**src/rtl/alu_result_buffer_pkg.sv**
```systemverilog
// Shared types for the execute->memory result buffer: memory access size,
// the buffered entry layout, and the load/store alignment rule.
package alu_result_buffer_pkg;

  localparam int XLEN = 64;

  typedef enum logic [1:0] {
    MEM_B = 2'd0,
    MEM_H = 2'd1,
    MEM_W = 2'd2,
    MEM_D = 2'd3
  } mem_size_e;

  typedef struct packed {
    logic [XLEN-1:0] result;
    logic [4:0]      rd;
    logic            we;
    logic            is_load;
    logic            is_store;
    mem_size_e       size;
    logic [XLEN-1:0] store_data;
    logic            misaligned;
  } ex_entry_t;

  // An access faults when its address is not a multiple of its size.
  function automatic logic addr_misaligned(mem_size_e size, logic [2:0] addr_lo);
    logic fault;
    fault = 1'b0;
    case (size)
      MEM_B:   fault = 1'b0;
      MEM_H:   fault = addr_lo[0];
      MEM_W:   fault = |addr_lo[1:0];
      default: fault = |addr_lo;
    endcase
    return fault;
  endfunction

endpackage

```
**src/rtl/alu_result_buffer_if.sv**
```systemverilog
// Upstream (ALU), downstream (memory stage), flush and redirect signals of the
// result buffer. The buffer uses the slave view; its environment the master view.
interface alu_result_buffer_if;

  logic                                flush;
  logic                                in_valid;
  logic                                in_ready;
  logic [alu_result_buffer_pkg::XLEN-1:0] in_result;
  logic [4:0]                          in_rd;
  logic                                in_writes_rd;
  logic                                in_is_load;
  logic                                in_is_store;
  logic [1:0]                          in_mem_size;
  logic [alu_result_buffer_pkg::XLEN-1:0] in_store_data;
  logic                                in_is_branch;
  logic                                in_taken;
  logic [alu_result_buffer_pkg::XLEN-1:0] in_target;
  logic                                out_valid;
  logic                                out_ready;
  logic [alu_result_buffer_pkg::XLEN-1:0] out_result;
  logic [4:0]                          out_rd;
  logic                                out_we;
  logic                                out_is_load;
  logic                                out_is_store;
  logic [1:0]                          out_mem_size;
  logic [alu_result_buffer_pkg::XLEN-1:0] out_store_data;
  logic                                out_misaligned;
  logic                                redirect_valid;
  logic [alu_result_buffer_pkg::XLEN-1:0] redirect_target;

  modport slave (
    input  flush, in_valid, in_result, in_rd, in_writes_rd, in_is_load, in_is_store,
           in_mem_size, in_store_data, in_is_branch, in_taken, in_target, out_ready,
    output in_ready, out_valid, out_result, out_rd, out_we, out_is_load, out_is_store,
           out_mem_size, out_store_data, out_misaligned, redirect_valid, redirect_target
  );

  modport master (
    output flush, in_valid, in_result, in_rd, in_writes_rd, in_is_load, in_is_store,
           in_mem_size, in_store_data, in_is_branch, in_taken, in_target, out_ready,
    input  in_ready, out_valid, out_result, out_rd, out_we, out_is_load, out_is_store,
           out_mem_size, out_store_data, out_misaligned, redirect_valid, redirect_target
  );

endinterface

```
**src/rtl/alu_result_buffer_result_fifo.sv**
```systemverilog
// DEPTH-entry FIFO of ex_entry_t with flush. Pointers wrap naturally because
// DEPTH is a power of two; count distinguishes full from empty.
module alu_result_buffer_result_fifo
  import alu_result_buffer_pkg::*;
#(
  parameter int DEPTH = 2
) (
  input  logic      clk,
  input  logic      reset,
  input  logic      flush_i,
  input  logic      push_i,
  input  ex_entry_t push_data_i,
  input  logic      pop_i,
  output ex_entry_t head_o,
  output logic      full_o,
  output logic      empty_o
);

  localparam int PTR_W = $clog2(DEPTH);
  localparam int CNT_W = $clog2(DEPTH + 1);

  ex_entry_t              entries_q [DEPTH];
  logic [PTR_W-1:0]       wr_ptr_q, wr_ptr_d;
  logic [PTR_W-1:0]       rd_ptr_q, rd_ptr_d;
  logic [CNT_W-1:0]       count_q, count_d;
  logic                   do_push, do_pop;

  assign full_o  = (count_q == CNT_W'(DEPTH));
  assign empty_o = (count_q == '0);
  assign do_push = push_i && !full_o && !flush_i;
  assign do_pop  = pop_i && !empty_o && !flush_i;
  assign head_o  = entries_q[rd_ptr_q];

  // Next pointer/count: flush clears everything, otherwise advance on push/pop.
  always_comb begin
    // NOTE: every always_comb output gets a default first so no path infers a latch.
    wr_ptr_d = wr_ptr_q;
    rd_ptr_d = rd_ptr_q;
    count_d  = count_q;
    if (flush_i) begin
      wr_ptr_d = '0;
      rd_ptr_d = '0;
      count_d  = '0;
    end else begin
      if (do_push) wr_ptr_d = wr_ptr_q + 1'b1;
      if (do_pop)  rd_ptr_d = rd_ptr_q + 1'b1;
      case ({do_push, do_pop})
        2'b10:   count_d = count_q + 1'b1;
        2'b01:   count_d = count_q - 1'b1;
        default: count_d = count_q;
      endcase
    end
  end

  // Pointer/count registers with synchronous active-low reset.
  always_ff @(posedge clk) begin
    // NOTE: sequential state uses non-blocking assignments so every register samples pre-edge values.
    if (!reset) begin
      wr_ptr_q <= '0;
      rd_ptr_q <= '0;
      count_q  <= '0;
    end else begin
      wr_ptr_q <= wr_ptr_d;
      rd_ptr_q <= rd_ptr_d;
      count_q  <= count_d;
    end
  end

  // Entry storage write port.
  always_ff @(posedge clk) begin
    // NOTE: storage is deliberately not reset; count gates visibility, and the outputs are masked when empty.
    if (do_push) entries_q[wr_ptr_q] <= push_data_i;
  end

endmodule

```
**src/rtl/alu_result_buffer.sv**
```systemverilog
// Execute->memory stage buffer: packs ALU result and sideband into an entry,
// flags misaligned loads/stores, queues entries, and pulses a branch redirect.
module alu_result_buffer
  import alu_result_buffer_pkg::*;
#(
  parameter int DEPTH = 2
) (
  input logic                clk,
  input logic                reset,
  alu_result_buffer_if.slave bus
);

  ex_entry_t       entry_in, head, head_vis;
  logic            full, empty;
  logic            accept, enqueue, pop, fault;
  logic            redirect_valid_q, redirect_valid_d;
  logic [XLEN-1:0] redirect_target_q, redirect_target_d;

  // in_ready looks only at occupancy and flush, never at out_ready.
  assign bus.in_ready = !full && !bus.flush;
  assign accept       = bus.in_valid && bus.in_ready;
  assign enqueue      = accept && (bus.in_writes_rd || bus.in_is_load || bus.in_is_store);
  assign pop          = !empty && bus.out_ready;
  assign fault        = (bus.in_is_load || bus.in_is_store)
                        && addr_misaligned(mem_size_e'(bus.in_mem_size), bus.in_result[2:0]);

  // Entry packing: a faulting access is kept but stripped of its memory op and writeback.
  always_comb begin
    entry_in            = '0;
    entry_in.result     = bus.in_result;
    entry_in.rd         = bus.in_rd;
    entry_in.we         = bus.in_writes_rd && (bus.in_rd != 5'd0) && !fault;
    entry_in.is_load    = bus.in_is_load && !fault;
    entry_in.is_store   = bus.in_is_store && !fault;
    entry_in.size       = mem_size_e'(bus.in_mem_size);
    entry_in.store_data = bus.in_store_data;
    entry_in.misaligned = fault;
  end

  alu_result_buffer_result_fifo #(.DEPTH(DEPTH)) u_fifo (
    .clk         (clk),
    .reset       (reset),
    .flush_i     (bus.flush),
    .push_i      (enqueue),
    .push_data_i (entry_in),
    .pop_i       (pop),
    .head_o      (head),
    .full_o      (full),
    .empty_o     (empty)
  );

  // Head is presented as all zeros while the buffer is empty.
  assign head_vis           = empty ? '0 : head;
  assign bus.out_valid      = !empty;
  assign bus.out_result     = head_vis.result;
  assign bus.out_rd         = head_vis.rd;
  assign bus.out_we         = head_vis.we;
  assign bus.out_is_load    = head_vis.is_load;
  assign bus.out_is_store   = head_vis.is_store;
  assign bus.out_mem_size   = head_vis.size;
  assign bus.out_store_data = head_vis.store_data;
  assign bus.out_misaligned = head_vis.misaligned;

  // Redirect next state: pulse for one cycle per accepted taken branch, target sticks.
  always_comb begin
    redirect_valid_d  = accept && bus.in_is_branch && bus.in_taken;
    redirect_target_d = redirect_valid_d ? bus.in_target : redirect_target_q;
  end

  // Redirect registers with synchronous active-low reset.
  always_ff @(posedge clk) begin
    if (!reset) begin
      redirect_valid_q  <= 1'b0;
      redirect_target_q <= '0;
    end else begin
      redirect_valid_q  <= redirect_valid_d;
      redirect_target_q <= redirect_target_d;
    end
  end

  assign bus.redirect_valid  = redirect_valid_q;
  assign bus.redirect_target = redirect_target_q;

endmodule

```
**src/flat_wrapper.sv**
```systemverilog
// flat-port wrapper written by rule: the top's interface ports become plain ports
module alu_result_buffer_flat import alu_result_buffer_pkg::*;
#(
  parameter int DEPTH = 2
)
  (clk, reset, bus_flush, bus_in_valid, bus_in_result, bus_in_rd, bus_in_writes_rd, bus_in_is_load, bus_in_is_store, bus_in_mem_size, bus_in_store_data, bus_in_is_branch, bus_in_taken, bus_in_target, bus_out_ready, bus_in_ready, bus_out_valid, bus_out_result, bus_out_rd, bus_out_we, bus_out_is_load, bus_out_is_store, bus_out_mem_size, bus_out_store_data, bus_out_misaligned, bus_redirect_valid, bus_redirect_target);
  alu_result_buffer_if bus_i ();
  input logic clk;
  input logic reset;
  input wire logic [$bits(bus_i.flush)-1:0] bus_flush;
  input wire logic [$bits(bus_i.in_valid)-1:0] bus_in_valid;
  input wire logic [$bits(bus_i.in_result)-1:0] bus_in_result;
  input wire logic [$bits(bus_i.in_rd)-1:0] bus_in_rd;
  input wire logic [$bits(bus_i.in_writes_rd)-1:0] bus_in_writes_rd;
  input wire logic [$bits(bus_i.in_is_load)-1:0] bus_in_is_load;
  input wire logic [$bits(bus_i.in_is_store)-1:0] bus_in_is_store;
  input wire logic [$bits(bus_i.in_mem_size)-1:0] bus_in_mem_size;
  input wire logic [$bits(bus_i.in_store_data)-1:0] bus_in_store_data;
  input wire logic [$bits(bus_i.in_is_branch)-1:0] bus_in_is_branch;
  input wire logic [$bits(bus_i.in_taken)-1:0] bus_in_taken;
  input wire logic [$bits(bus_i.in_target)-1:0] bus_in_target;
  input wire logic [$bits(bus_i.out_ready)-1:0] bus_out_ready;
  output wire logic [$bits(bus_i.in_ready)-1:0] bus_in_ready;
  output wire logic [$bits(bus_i.out_valid)-1:0] bus_out_valid;
  output wire logic [$bits(bus_i.out_result)-1:0] bus_out_result;
  output wire logic [$bits(bus_i.out_rd)-1:0] bus_out_rd;
  output wire logic [$bits(bus_i.out_we)-1:0] bus_out_we;
  output wire logic [$bits(bus_i.out_is_load)-1:0] bus_out_is_load;
  output wire logic [$bits(bus_i.out_is_store)-1:0] bus_out_is_store;
  output wire logic [$bits(bus_i.out_mem_size)-1:0] bus_out_mem_size;
  output wire logic [$bits(bus_i.out_store_data)-1:0] bus_out_store_data;
  output wire logic [$bits(bus_i.out_misaligned)-1:0] bus_out_misaligned;
  output wire logic [$bits(bus_i.redirect_valid)-1:0] bus_redirect_valid;
  output wire logic [$bits(bus_i.redirect_target)-1:0] bus_redirect_target;
  assign bus_i.flush = bus_flush;
  assign bus_i.in_valid = bus_in_valid;
  assign bus_i.in_result = bus_in_result;
  assign bus_i.in_rd = bus_in_rd;
  assign bus_i.in_writes_rd = bus_in_writes_rd;
  assign bus_i.in_is_load = bus_in_is_load;
  assign bus_i.in_is_store = bus_in_is_store;
  assign bus_i.in_mem_size = bus_in_mem_size;
  assign bus_i.in_store_data = bus_in_store_data;
  assign bus_i.in_is_branch = bus_in_is_branch;
  assign bus_i.in_taken = bus_in_taken;
  assign bus_i.in_target = bus_in_target;
  assign bus_i.out_ready = bus_out_ready;
  assign bus_in_ready = bus_i.in_ready;
  assign bus_out_valid = bus_i.out_valid;
  assign bus_out_result = bus_i.out_result;
  assign bus_out_rd = bus_i.out_rd;
  assign bus_out_we = bus_i.out_we;
  assign bus_out_is_load = bus_i.out_is_load;
  assign bus_out_is_store = bus_i.out_is_store;
  assign bus_out_mem_size = bus_i.out_mem_size;
  assign bus_out_store_data = bus_i.out_store_data;
  assign bus_out_misaligned = bus_i.out_misaligned;
  assign bus_redirect_valid = bus_i.redirect_valid;
  assign bus_redirect_target = bus_i.redirect_target;
  alu_result_buffer #(.DEPTH(DEPTH)) u_core (.clk(clk), .reset(reset), .bus(bus_i));
endmodule
```
**config.mk**
```make
export PLATFORM = sky130hd
export DESIGN_NAME = alu_result_buffer_flat
export DESIGN_NICKNAME = d
export VERILOG_FILES = /design/src/rtl/alu_result_buffer_pkg.sv /design/src/rtl/alu_result_buffer_if.sv /design/src/rtl/alu_result_buffer_result_fifo.sv /design/src/rtl/alu_result_buffer.sv /design/src/flat_wrapper.sv
export SDC_FILE = /design/constraint.sdc
export NUM_CORES = 1
export LEC_CHECK = 0
export ABC_CLOCK_PERIOD_IN_PS = 13200
export BUFFER_PORTS_ARGS = -buffer_cell sky130_fd_sc_hd__buf_2
export CAP_MARGIN = 10
export CORE_MARGIN = 2
export CORE_UTILIZATION = 40
export CTS_CLUSTER_SIZE = 16
export DETAILED_ROUTE_END_ITERATION = 16
export PLACE_DENSITY = 0.74
export SETUP_SLACK_MARGIN = 0.4
export SLEW_MARGIN = 20
export SYNTH_ARGS = -nofsm -noshare
export SYNTH_HDL_FRONTEND = slang
export SYNTH_SLANG_ARGS = --single-unit
```
**constraint.sdc**
```tcl
create_clock -name clk -period 13.2 [get_ports clk]
set_input_delay 0 -clock clk [delete_from_list [all_inputs] [get_ports clk]]
set_output_delay 0 -clock clk [all_outputs]
set_load 0.01 [all_outputs]
```
Word-level counts from Yosys, hierarchy flattened. Memory sizes are Yosys's and may differ from the RTL's. A register that Yosys moved wholly into a read port is not among the register bits. Cells that the tools add are included.

Divide/modulo/power cells: 0. Muxes and demuxes: 7. Bitwise logic cells: 1. Multiply operators: 0. Shift-type cells: 0. Reduce and logical (&&, ||, !) cells: 29. Equal/unequal tests: 5. Order comparisons: 0. $add $sub $neg: 4.

Operators with widths (number): 139-bit two-way mux (1); 1-bit logical AND (15); 2-bit equality test, second input constant (3); 5-bit nonzero test (1); 2-bit by 1-bit equality test with 1-bit output, second input constant (2); 1-bit logical NOT (4); 2-bit logical NOT (2); 1-bit two-way mux (4); 2-bit one-hot mux with 2 select lines (1); 2-bit OR reduction (2); 1-bit logical OR (3); 1-bit one-hot mux with 3 select lines (1); 3-bit OR reduction (1); 1-bit adder, second input constant (2); 2-bit by 1-bit adder with 2-bit output, second input constant (1); 2-bit nonzero test (1); 2-bit by 1-bit subtractor with 2-bit output, second input constant (1); 1-bit NOT (1).

Input bits: 209. Memories: 1. Latch bits: 0. Memory bits (read-only): 0. Memory bits (writable): 278. Register bits after elaboration: 69. Output and inout bits: 206.

Memories: u_core.u_fifo.entries_q (depth 2, bits a word 139, read ports 1, clocked after memory_dff 1, wr ports 1, RTL line alu_result_buffer_result_fifo.sv:22) `ex_entry_t entries_q [DEPTH];`.

Logic depth before layout (Yosys ltp).
Word-level depth: 9. Mapped depth: 6. Gate-level depth less buffers: 6.

Hierarchy. A second synthesis with hierarchy kept.

Cell total of the unflattened synthesis: 911. Area total of the unflattened synthesis: 13884.6 µm².

Modules (own cells, without submodules): alu_result_buffer_result_fifo (cells each 461, area each 10246.1 µm², instances 1, seq. area each 8448.1 µm²); alu_result_buffer (cells each 450, area each 3638.5 µm², instances 1, seq. area each 1301.2 µm²).

Worst setup path after synthesis. OpenSTA, ideal clock, no wires.

Path type: flip-flop to flip-flop. Start: reg u_core.u_fifo.count_q[1]. End: mem u_core.u_fifo.entries_q[1][0] (netlist name), enable pin. Cell stages (with the launch flop): 4. Data required time: 12.561 ns. Data arrival time: 6.661 ns. Period minus slack after synthesis: 7.300 ns. Library setup time: 0.639 ns. Slack: 5.900 ns. Cell sequence: dfxtp_1 > nor2b_2 > or3_1 > nor2_1.

Longest elaborated chain between the ends: 9.

Ends and longest elaborated chain: start, declared (RTL line alu_result_buffer_result_fifo.sv:25) `logic [CNT_W-1:0] count_q, count_d;`; start signal, assigned (RTL line alu_result_buffer_result_fifo.sv:65) `count_q <= count_d;`; 2-bit equality test * (RTL line alu_result_buffer_result_fifo.sv:28) `assign full_o = (count_q == CNT_W'(DEPTH));`; 1-bit logical NOT * (RTL line alu_result_buffer_result_fifo.sv:30, alu_result_buffer.sv:20); 1-bit logical AND (RTL line alu_result_buffer.sv:20) `assign bus.in_ready = !full && !bus.flush;`; 1-bit logical AND (RTL line alu_result_buffer.sv:21) `assign accept = bus.in_valid && bus.in_ready;`; 1-bit logical AND (RTL line alu_result_buffer.sv:22) `assign enqueue = accept && (bus.in_writes_rd || bus.in_is_load || bus.in_is_store);`; 1-bit logical AND * (2 in a row) (RTL line alu_result_buffer_result_fifo.sv:30) `assign do_push = push_i && !full_o && !flush_i;`; 1-bit two-way mux * (RTL line alu_result_buffer_result_fifo.sv:72) `if (do_push) entries_q[wr_ptr_q] <= push_data_i;`; 1-bit two-way mux (not written as such) * (RTL line alu_result_buffer_result_fifo.sv:72); end, declared (RTL line alu_result_buffer_result_fifo.sv:22).

Every way passes the cells marked *; elsewhere a longest branch is shown, timed or not.

Worst setup path in the final report.
Start: reg u_core.u_fifo.count_q[0]. End: mem u_core.u_fifo.entries_q[1][125] (netlist name), enable pin.

Same word-level chain as after synthesis.

==> out/results.ini <==
[logic_synthesis]
avgSynthCellArea_um2=14.60
ys_async_sr_fraction_pct=0
synth-seq-cells=348
syn-cell-area_um2=13290
synth.distinct_cells=24
synth.area.top_cells=edfxtp_1 (63%), mux2i_1 (15%), dfxtp_1 (11%), nor2_1 (4.2%), nand2_1 (3.6%)
synth_fp_nets=1120
syn_inst=910
yosysWarnings=0
synth_top_area_cell=edfxtp_1
seq_area_frac_synth_pct=73.37
synth-edff-count=278
synth_top_area_share_pct=62.82
synth_flop_cell=edfxtp_1

[global_routing]
antenna_found_initial=0
grt_pass1_wl_mm=54.30
grt_max_degree=92
grt_remaining_overflow=0
track_usage_pct=20.31
grt_pass1_vias=10300

[routing]
drc=0
via_count=9880
wl_mm=37.11
wl_per_cell_um=18.22
avgViaCountPerCell=4.850
first_pass_iters=5
dr.first_iter.drc_count=445
antenna_left=0

[final_layout]
n_fill_cell=2376
layout_commonest_cell=buf_2
fin_nets=1777
final_cell_mix=buf_2 (413), edfxtp_1 (278), dlygate4sd3_1 (247), mux2i_1 (203), nor2_1 (148)
fin_cells=2037
antenna_cells=0
area_delta_synth_final_pct=45.43
final_layout_size_suffix_gt1_share_pct=30.09

[clock_tree]
h-tree-depth=2
clk-insertion-delay-late_ns=0.51
clk_pin_slew_ns=0.06
ctsResizeCount=0
ctsHoldBuffers=247
cts_made_buffers=37
cts.sinks=348
clockRootBuffer=clkbuf_16
cts_tree=built
post_cts_buffers=0
clockBufferDepth=3

[worst_setup_path]
crit-reg2reg-capture=u_core.u_fifo.entries_q[1][125]
r2r-start=u_core.u_fifo.count_q[0]
crit_type=reg2reg
cp.arrival_ns=3.46
cp.required_ns=13.33
crit_path_start_kind=flop
cp-end-kind=flop
r2r_cells=5
r2r_setup_slack_ns=9.86
endpoint=u_core.u_fifo.entries_q[1][125]
critPathLaunch=u_core.u_fifo.count_q[0]
crit_path_max_fanout=76

[placement]
io_buffers=414
dp_cells=1723
pre_cts_ws_ns=9.893
gp_congestion=0.7866
hpwl_mm=21.37

[timing]
slew_headroom_pct=33.03
period_needed_ns=3.335
slew_viol_final=0
skew_ns=0.007069
tns_ns=0
hold_viol_final=0
fmax_mhz=299.8
worst_slack_ns=9.865
layout_worst_path_cycle_share_pct=25.27
worst_pin_slew_ns=1.005
rsz0062_at_grt=no
setup_viol_count_final=0

[power]
irDropWorstVdd_v=0.00007030
power_density_nw_per_um2=122.8
p_total_mw=2.373
p_leak_nw=7.612

[floorplanning]
die_area_um2=34690
pin_count=415
start_util_pct=40.74
die_y_um=186.3
die-width_um=186.3
core.rowCount=66
core_area_um2=32620

[flow_run]
drv_cap=0

[hold_path]
hp-class=in2reg

[outcome]
status=finished clean

==> state kept, by name, indices dropped and copies added, names as in the netlist, named ones only <==
| signal | flops |
|---|---|
| u_core.u_fifo.wr_ptr_q | 1 |
| u_core.bus.redirect_valid | 1 |
| u_core.u_fifo.rd_ptr_q | 1 |
| u_core.u_fifo.entries_q | 278 |
| u_core.u_fifo.count_q | 2 |
| u_core.bus.redirect_target | 64 |
==> worst min-delay path by stage <==
| stage | start | end | cells after the start |
|---|---|---|---|
| after floorplan | bus_flush | bus_in_ready | 1 |
| after detailed placement | bus_in_result[42] | u_core.u_fifo.entries_q[1][117] | 1 |
| final | bus_in_valid | u_core.u_fifo.wr_ptr_q | 4 |
| after global placement | bus_in_result[15] | u_core.u_fifo.entries_q[0][90] | 1 |
| after global routing | bus_in_valid | u_core.u_fifo.wr_ptr_q | 4 |
| after CTS | bus_in_valid | u_core.u_fifo.wr_ptr_q | 4 |
==> per-stage QoR <==
step / hold slack (ns) / utilization (%) / area, µm²
2_1_floorplan: 0.04753 / - / 13290
3_5_place_dp: 0.1920 / 48.24 / 15730
6_report: 0.1474 / 59.24 / 19320
4_1_cts: 0.07094 / 59.24 / 19320
5_1_grt: 0.1568 / 59.24 / 19320
3_3_place_gp: 0.1886 / 48.24 / 15730
==> synth_stat cells (all sizes together) (2+ instances only) <==
cell    count
a211oi      2
or3         2
a21oi       3
xor2        2
dfxtp      70
mux2i     203
nor3        2
or4         2
edfxtp    278
inv         5
buf        33
nand2b      2
nor2      150
nand2     129
clkbuf     19
o21ai       3
==> cell families (layout without fill, tap and decap cells) <==
| kind of cell | count (synthesis) | count (layout) | share of synthesized area (%) |
|---|---|---|---|
| multiplexers | 203 | 203 | 15.29 |
| XOR/XNOR | 3 | 3 | 0.1978 |
| adder cells (fa/ha/maj) | 1 | 1 | 0.09415 |
| flip-flops | 348 | 348 | 73.37 |
| AND/OR/NAND/NOR | 289 | 289 | 8.409 |
| AO/OA/AOI/OAI | 9 | 9 | 0.3954 |
| buffers and inverters | 57 | 742 | 2.241 |
==> layer usage <==
metal	up-vias	wire, µm	GRT usage, %	part of all wire [%]
li1	4547	-	-	-
met1	4716	13800	22.77	37
met2	533	18800	37.01	51
met3	84	3297	5.315	8.9
met4	0	1209	7.654	3.3
met5	-	0	0	0
==> critical path, stage by stage (launching register included) <==
cell     delay [ns]
dfxtp_1        0.50
nor2b_2        0.15
or3_1          0.47
nor2_4         0.11
buf_4          0.70
buf_4          0.91
==> area by class of cell <==
type	instances	area [µm²]	area share [%]
Sequential cell	348	9753	50.47
Clock buffer	46	1011	5.231
Timing Repair Buffer	670	4614	23.88
Clock inverter	21	107.6	0.5568
Multi-Input combinational cell	505	3262	16.88
Inverter	5	23.77	0.1230
Tap cell	442	553.0	2.862
==> where the power goes <==
group / internal [mW] / leakage [nW] / switching [mW] / total, mW
clock network: 0.545 / 0.546 / 0.413 / 0.957
logic: 0.0979 / 3.95 / 0.0937 / 0.192
registers: 1.21 / 3.11 / 0.00969 / 1.22
total: 1.86 / 7.61 / 0.516 / 2.37
Note: power is estimated with default switching activity, not from simulation.
